### src/rtl/cru_pkg.sv
// Shared constants and helpers for the call/return sequencer.
package cru_pkg;

  // Default PC / return-address width; must match the stack data width.
  localparam int unsigned CruAw    = 8;
  localparam int unsigned CruDepth = 256;

  // Sequencer states.
  localparam logic [1:0] StIdle = 2'd0;
  localparam logic [1:0] StPop  = 2'd1;
  localparam logic [1:0] StWait = 2'd2;

  // Depth counter width: must hold the value DEPTH itself, not just DEPTH-1.
  function automatic int unsigned cru_depth_w(input int unsigned depth);
    return $clog2(depth) + 1;
  endfunction

  localparam int unsigned CruDepthW = cru_depth_w(CruDepth);

endpackage

### src/rtl/cru_depth_counter.sv
// Saturating stack-depth tracker; stands in for the full/empty flags the stack lacks.
module cru_depth_counter
  import cru_pkg::*;
#(
  parameter int unsigned DEPTH  = CruDepth,
  parameter int unsigned DepthW = cru_depth_w(DEPTH)
) (
  input  logic              clk,
  input  logic              rst,
  input  logic              inc_i,
  input  logic              dec_i,
  output logic [DepthW-1:0] depth_o,
  output logic              full_o,
  output logic              empty_o
);

  localparam logic [DepthW-1:0] MaxDepth = DepthW'(DEPTH);
  localparam logic [DepthW-1:0] One      = DepthW'(1);

  logic [DepthW-1:0] depth_q, depth_d;

  assign full_o  = (depth_q == MaxDepth);
  assign empty_o = (depth_q == '0);
  assign depth_o = depth_q;

  // Next depth: saturate at both ends even if the parent misbehaves.
  always_comb begin
    depth_d = depth_q;
    if (inc_i && !dec_i && !full_o) begin
      depth_d = depth_q + One;
    end else if (dec_i && !inc_i && !empty_o) begin
      depth_d = depth_q - One;
    end
  end

  // Depth register.
  always_ff @(posedge clk or posedge rst) begin
    if (rst) begin
      depth_q <= '0;
    end else begin
      depth_q <= depth_d;
    end
  end

endmodule

### src/rtl/call_return_unit.sv
// Program counter and CALL/RET sequencer driving the upstream hardware stack.
module call_return_unit
  import cru_pkg::*;
#(
  parameter int unsigned AW     = CruAw,
  parameter int unsigned DEPTH  = CruDepth,
  parameter int unsigned DepthW = cru_depth_w(DEPTH)
) (
  input  logic              clk,
  input  logic              rst,
  input  logic              inst_valid_i,
  input  logic              is_call_i,
  input  logic              is_ret_i,
  input  logic [AW-1:0]     call_target_i,
  input  logic [AW-1:0]     stk_data_i,
  output logic [AW-1:0]     pc_o,
  output logic              busy_o,
  output logic              stk_push_o,
  output logic              stk_pop_o,
  output logic [AW-1:0]     stk_value_o,
  output logic [DepthW-1:0] depth_o,
  output logic              overflow_o,
  output logic              underflow_o
);

  localparam logic [AW-1:0] PcOne = AW'(1);

  logic [1:0]    state_q, state_d;
  logic [AW-1:0] pc_q, pc_d;
  logic [AW-1:0] value_q, value_d;
  logic          push_q, push_d;
  logic          pop_q, pop_d;
  logic          ovf_q, ovf_d;
  logic          unf_q, unf_d;

  logic          depth_inc, depth_dec;
  logic          depth_full, depth_empty;
  logic [AW-1:0] pc_inc;

  // Both opcodes at once decodes as an ordinary instruction.
  logic do_call, do_ret;

  assign pc_inc  = pc_q + PcOne;
  assign do_call = inst_valid_i && is_call_i && !is_ret_i;
  assign do_ret  = inst_valid_i && is_ret_i && !is_call_i;

  cru_depth_counter #(
    .DEPTH  (DEPTH),
    .DepthW (DepthW)
  ) u_depth (
    .clk     (clk),
    .rst     (rst),
    .inc_i   (depth_inc),
    .dec_i   (depth_dec),
    .depth_o (depth_o),
    .full_o  (depth_full),
    .empty_o (depth_empty)
  );

  // Next-state decode for the sequencer, PC and stack strobes.
  always_comb begin
    state_d   = state_q;
    pc_d      = pc_q;
    value_d   = value_q;
    push_d    = 1'b0;
    pop_d     = 1'b0;
    ovf_d     = ovf_q;
    unf_d     = unf_q;
    depth_inc = 1'b0;
    depth_dec = 1'b0;

    case (state_q)
      StIdle: begin
        if (do_call) begin
          if (!depth_full) begin
            push_d    = 1'b1;
            value_d   = pc_inc;
            pc_d      = call_target_i;
            depth_inc = 1'b1;
          end else begin
            ovf_d = 1'b1;
            pc_d  = pc_inc;
          end
        end else if (do_ret) begin
          if (!depth_empty) begin
            pop_d     = 1'b1;
            depth_dec = 1'b1;
            state_d   = StPop;
          end else begin
            unf_d = 1'b1;
            pc_d  = pc_inc;
          end
        end else if (inst_valid_i) begin
          pc_d = pc_inc;
        end
      end
      // Stack samples POP on the edge leaving this state.
      StPop: begin
        state_d = StWait;
      end
      // Popped return address is now on stk_data_i.
      StWait: begin
        pc_d    = stk_data_i;
        state_d = StIdle;
      end
      default: begin
        state_d = StIdle;
      end
    endcase
  end

  // Sequencer state, PC, strobes and sticky flags.
  always_ff @(posedge clk or posedge rst) begin
    if (rst) begin
      state_q <= StIdle;
      pc_q    <= '0;
      value_q <= '0;
      push_q  <= 1'b0;
      pop_q   <= 1'b0;
      ovf_q   <= 1'b0;
      unf_q   <= 1'b0;
    end else begin
      state_q <= state_d;
      pc_q    <= pc_d;
      value_q <= value_d;
      push_q  <= push_d;
      pop_q   <= pop_d;
      ovf_q   <= ovf_d;
      unf_q   <= unf_d;
    end
  end

  assign busy_o      = (state_q != StIdle);
  assign pc_o        = pc_q;
  assign stk_push_o  = push_q;
  assign stk_pop_o   = pop_q;
  assign stk_value_o = value_q;
  assign overflow_o  = ovf_q;
  assign underflow_o = unf_q;

endmodule

### config.mk
export PLATFORM = sky130hd
export DESIGN_NAME = call_return_unit
export DESIGN_NICKNAME = d
export VERILOG_FILES = /design/src/rtl/cru_pkg.sv /design/src/rtl/cru_depth_counter.sv /design/src/rtl/call_return_unit.sv
export SDC_FILE = /design/constraint.sdc
export NUM_CORES = 1
export LEC_CHECK = 0
export BUFFER_PORTS_ARGS = -buffer_cell sky130_fd_sc_hd__buf_2
export CORE_MARGIN = 4
export CORE_UTILIZATION = 32
export CTS_CLUSTER_SIZE = 25
export DETAILED_ROUTE_END_ITERATION = 8
export HOLD_SLACK_MARGIN = 0.03
export PLACE_DENSITY_LB_ADDON = 0.15
export SLEW_MARGIN = 20
export SYNTH_ARGS = -nofsm -noshare
export SYNTH_HDL_FRONTEND = slang
export SYNTH_SLANG_ARGS = --single-unit
### constraint.sdc
create_clock -name clk -period 4.3 [get_ports clk]
set_clock_uncertainty 0.2 [all_clocks]
set_input_delay 0.215 -clock clk [delete_from_list [all_inputs] [get_ports clk]]
set_output_delay 0.215 -clock clk [all_outputs]
set_load 0.005 [all_outputs]
### Word level (Yosys, flattened, before mapping)

Cells that the tools add are included.

| cells by class | value |
|---|---|
| $add $sub $neg | 3 |
| equal/unequal tests | 8 |
| muxes and demuxes | 19 |
| bitwise gates (word level) | 2 |
| reduce and logical (&&, ||, !) cells | 24 |

Operators with widths:

| kind | number |
|---|---|
| two-way mux 8 bit | 5 |
| two-way mux 9 bit | 2 |
| one-hot mux 8 bit (2 select lines) | 1 |
| AND reduction 3 bit | 4 |
| adder 9 x 1 -> 9 bit (second input constant) | 1 |
| == test 9 bit (second input constant) | 1 |
| logical NOT 9 bit | 1 |
| subtractor 9 x 1 -> 9 bit (second input constant) | 1 |
| adder 8 x 1 -> 8 bit (second input constant) | 1 |
| logical AND 1 bit | 8 |
| != test 4 bit (second input constant) | 2 |
| two-way mux 1 bit | 7 |
| logical NOT 1 bit | 6 |
| two-way mux 2 bit | 3 |
| != test 2 bit (second input constant) | 3 |
| nonzero test 2 bit | 3 |
| one-hot mux 2 bit (2 select lines) | 1 |
| AND reduction 4 bit | 1 |
| == test 2 x 1 -> 1 bit (second input constant) | 1 |
| == test 2 bit (second input constant) | 1 |
| logical NOT 2 bit | 1 |
| inverter 1 bit | 2 |

| word-level totals | value |
|---|---|
| register bits after elaboration | 31 |
| input bits | 21 |
| output and inout bits | 30 |
| word-level logic and storage cells | 64 |

### Depth between registers and ports, before layout

| logic depth | value |
|---|---|
| word-level depth | 9 |
| gate-level depth with buffers | 11 |
| gate-level depth less buffers | 11 |

### Hierarchy

A second synthesis with hierarchy kept.

| second synthesis, totals | value |
|---|---|
| cells, all modules | 199 |
| area total of the unflattened synthesis | 1908.1 µm² |

By module, submodules not included:

| module | instances | cells an instance | area an instance (µm²) | seq. area each (µm²) |
|---|---|---|---|---|
| call_return_unit | 1 | 117 | 1126.1 | 550.5 |
| cru_depth_counter | 1 | 82 | 782.0 | 225.2 |

### Worst setup path after synthesis

Ideal clock, no wire load.

| timing path | value |
|---|---|
| path kind | register to register |
| from | register u_depth.depth_q[5] (netlist: u_depth.depth_o[5]) |
| to | register u_depth.depth_q[8] (netlist: u_depth.depth_o[8]) |
| arrival time | 3045 ps |
| setup slack | 975 ps |
| cell stages (with the launch flop) | 11 |
| clock period less this slack | 3325 ps |
| cell sequence | dfrtp_1 > or4_4 > or3_4 > nand3_1 > ha_1 > nor2b_1 > o21ai_0 > a21oi_1 > o41ai_1 > mux2i_1 > xnor2_1 |

| between the ends | value |
|---|---|
| longest elaborated chain between the ends | 9 |
| elaborated cells between the ends (all ways) | 22 |
| those cells by class | add/sub (2); eq/ne (1); mux (9); reduce/logical (10) |

Ends and longest elaborated chain:

| item | RTL line | text |
|---|---|---|
| start, declared | cru_depth_counter.sv:20 | `logic [DepthW-1:0] depth_q, depth_d;` |
| start signal, assigned | cru_depth_counter.sv:41 | `depth_q <= depth_d;` |
| logical NOT 9 bit | cru_depth_counter.sv:23 | `assign empty_o = (depth_q == '0);` |
| two-way mux 1 bit | call_return_unit.sv:85 | `if (!depth_empty) begin` |
| two-way mux 1 bit | call_return_unit.sv:84 | `end else if (do_ret) begin` |
| two-way mux 1 bit | call_return_unit.sv:74 | `if (do_call) begin` |
| two-way mux 1 bit | call_return_unit.sv:72 | `case (state_q)` |
| logical NOT 1 bit | cru_depth_counter.sv:29 | `if (inc_i && !dec_i && !full_o) begin` |
| logical AND 1 bit (2 in series) | cru_depth_counter.sv:29 |  |
| two-way mux 9 bit / nonzero test 2 bit (equally long branches) | - |  |

Parallel ways exist; a longest one is shown, timed or not. The select of a mux whose other input is x is not followed.
A chain may end at the register's enable or synchronous reset.

### Worst setup path after layout

Ends and elaborated chain as after synthesis.

==> results.json <==
{
  "finalHoldViolCount": 0,
  "grt_start_max_net_pins": 32,
  "critPathMaxStageDelay_ns": 0.58,
  "netlist_area_um2": 1780,
  "die_area_um2": 6830,
  "via_per_inst": 4.76,
  "syn_avg_cell_area_um2": 9.59,
  "synth-warning-count": 0,
  "grt_pass1_wl_um": 6980,
  "tns_ns": 0,
  "h-tree-depth": 2,
  "cap_violations": 0,
  "cp_top_family": "simple AND/OR/NAND/NOR gates",
  "cts.sinks": 31,
  "ios": 51,
  "setup_viol": 0,
  "p_sw_frac": 0.387,
  "timing.critical_path.from": "u_depth.depth_o[5]",
  "grt_util_all_layers": 0.135,
  "cts_resized": 0,
  "synth_fa_ha_area_frac": 0.0673,
  "worstReg2RegStart": "u_depth.depth_o[5]",
  "cts_buffer_depth": 2,
  "drive_above_1_share": 0.285,
  "synthArstFlopShare": 1.00,
  "cp_cell_sequence": "or4_4 -> or3_4 -> nand3_1 -> ha_1 -> nor2b_1 -> o21ai_0 -> a21oi_1 -> o41ai_1 -> mux2i_1 -> xnor2_1",
  "power_switching_uw": 606,
  "hold_path_class": "in2reg",
  "finalCritPeriodShare": 0.801,
  "gp_congestion": 0.775,
  "insertion_delay_ns": 0.28,
  "cts_root_buf": "clkbuf_8",
  "start_util": 0.339,
  "coreArea_um2": 5270,
  "worst_pin_slew_ns": 0.831,
  "power_frac_seq": 0.345,
  "finalNetCount": 275,
  "cp_slowest_cell": "or4_4",
  "power_density_nw_per_um2": 689,
  "cts_buffers": 5,
  "synth.distinct_cells": 43,
  "ys_seq_elements": 31,
  "use_met1": 0.174,
  "die_x_um": 82.7,
  "outcome": "completed",
  "vias": 1504,
  "drtIter0Drc": 72,
  "fin_ws_ns": 0.854,
  "synth_edf_count": 0,
  "synth_top_area_share": 0.435,
  "synth_compound_gate_area_share": 0.176,
  "io_buffers": 50,
  "utilization": 0.432,
  "routed_wl_um": 4290,
  "syn_nets": 216,
  "ant_nets": 0,
  "internal-power_uw": 961,
  "clkPwrFrac": 0.191,
  "synth-xor-area-share": 0.0687,
  "drt_first_pass_iters": 4,
  "antenna_cells": 0,
  "path_max_fanout": 6,
  "antenna_found_initial": 0,
  "dieHeight_um": 82.7,
  "rsz0062_at_grt": "no",
  "dp_cells": 303,
  "post-place-ws_ns": 0.878,
  "muxShareOfSynthArea": 0.0238,
  "netlist_top_cells_count": "dfrtp_1, nor2_1, a21oi_1",
  "finalCriticalPeriod_ns": 3.45,
  "gr-usage-met2": 0.218,
  "synth_top_family_by_area": "simple AND/OR/NAND/NOR gates",
  "area_delta_synth_final_pct": 27.5,
  "wl_per_cell_um": 13.6,
  "busiest_layer": "met2",
  "power_frac_comb": 0.465,
  "cts_tree": "built",
  "netlist_instances": 186,
  "grt_pass1_vias": 1523,
  "setup.worst_path.end_class": "register",
  "path_class": "reg2reg",
  "max_freq_mhz": 290,
  "crit_arrival_ns": 3.45,
  "fin_cells": 316,
  "route.detailed.drc": 0,
  "synthFlopType": "dfrtp_1",
  "synthTopCellsByArea": "dfrtp_1, a21oi_1, ha_1",
  "p_leak_nw": 1.07,
  "cp-start-kind": "register",
  "synth_area_leader_cell": "dfrtp_1",
  "ys_seq_area_frac": 0.435,
  "finalMaxSlewViolations": 0,
  "post-dp-hpwl_um": 3160,
  "grt-ovfl-total": 0,
  "clk_pin_slew_ns": 0.07,
  "yosysMostFrequentCell": "dfrtp_1",
  "synth-simple-area-share": 0.198,
  "grtUsageMet3": 0.0315,
  "worstPathRequired_ns": 4.30,
  "vdd.ir_drop.worst_uv": 334,
  "slew_headroom": 0.445,
  "crit_buf_inv": 0,
  "fp-row-count": 26,
  "hp-start": "stk_data_i[5]"
}
worst paths after layout:
check                           slack, ns  cells past startpoint                  to
worst max register to register       0.85                     10  u_depth.depth_o[8]
max in group asynchronous            3.24                      4          state_q[0]
worst max-delay path                 0.85                     10  u_depth.depth_o[8]
worst min register to register       0.27                      1         underflow_o
worst min-delay path                 0.05                      3             pc_o[5]
min in group asynchronous            0.36                      4          state_q[1]
cell type report:
| cell class | instances | area [um^2] |
|---|---|---|
| Sequential cell | 31 | 776 |
| Multi-Input combinational cell | 143 | 952 |
| Clock inverter | 2 | 35.0 |
| Fill cell | 553 | 3000 |
| Timing Repair Buffer | 57 | 315 |
| Inverter | 7 | 26.3 |
| Clock buffer | 6 | 82.6 |
| Tap cell | 70 | 87.6 |
sequential cells by signal, summed over array words and instances (netlist names):
register	cells
pc_o	8
u_depth.depth_o	9
underflow_o	1
stk_value_o	8
stk_push_o	1
overflow_o	1
state_q	2
stk_pop_o	1
logic make-up (layout without fill, tap and decap cells):
kind of cell	count (synthesis)	in the layout
compound gates	49	49
mux	4	4
simple gates	67	67
buf+inv	12	72
xor+xnor	14	14
flops	31	31
fa+ha+maj	9	9
cell usage in the layout, fill, tap and decap left out, types with 6 or more instances in the layout:
| cell type | netlist | layout |
|---|---|---|
| inv_1 | 6 | 6 |
| o21ai_0 | 7 | 7 |
| dfrtp_1 | 31 | 31 |
| ha_1 | 8 | 8 |
| nor2_1 | 26 | 26 |
| nand3_1 | 6 | 6 |
| nand2_1 | 15 | 15 |
| clkbuf_8 | 0 | 6 |
| o21ai_1 | 6 | 6 |
| a21oi_1 | 21 | 21 |
| buf_2 | 3 | 50 |
| xor2_1 | 9 | 9 |
through the flow:
stage | power [mW] | hold slack, ns | instance area [um^2]
after detailed placement | 1.28 | 0.132 | 2110
after global placement | 1.28 | 0.123 | 2110
after global routing | 1.72 | 0.0669 | 2270
after floorplan | 1.03 | 0.119 | 1780
after CTS | 1.59 | 0.0407 | 2270
final | 1.57 | 0.0500 | 2270
worst reg2reg max path, delay by kind of cell, from the launching register on:
family / cells / cell delay (ns)
mux: 1 / 0.27
xor+xnor: 1 / 0.13
fa+ha+maj: 1 / 0.32
flops: 1 / 0.41
simple gates: 4 / 1.34
compound gates: 3 / 0.72
routing by layer:
metal,vias to the layer above,routed length (um),share of wire
li1,771,-,-
met1,685,2060,0.48
met2,41,1940,0.45
met3,7,229,0.053
met4,0,60,0.014
met5,-,0,0
power by group through the flow:
stage / sequential, mW / clock [mW] / combinational, mW
6_report: 0.540 / 0.299 / 0.728
5_1_grt: 0.561 / 0.326 / 0.831
4_1_cts: 0.542 / 0.308 / 0.742
3_5_place_dp: 0.546 / 0 / 0.733
3_3_place_gp: 0.546 / 0 / 0.735
2_1_floorplan: 0.535 / 0 / 0.492
repair_timing:
action / 4_1_cts / 5_1_grt
buffers inserted: 0 / 0
hold endpoints to repair: 35 / 0
hold buffers: 5 / 0
(Power assumes the default switching activity.)
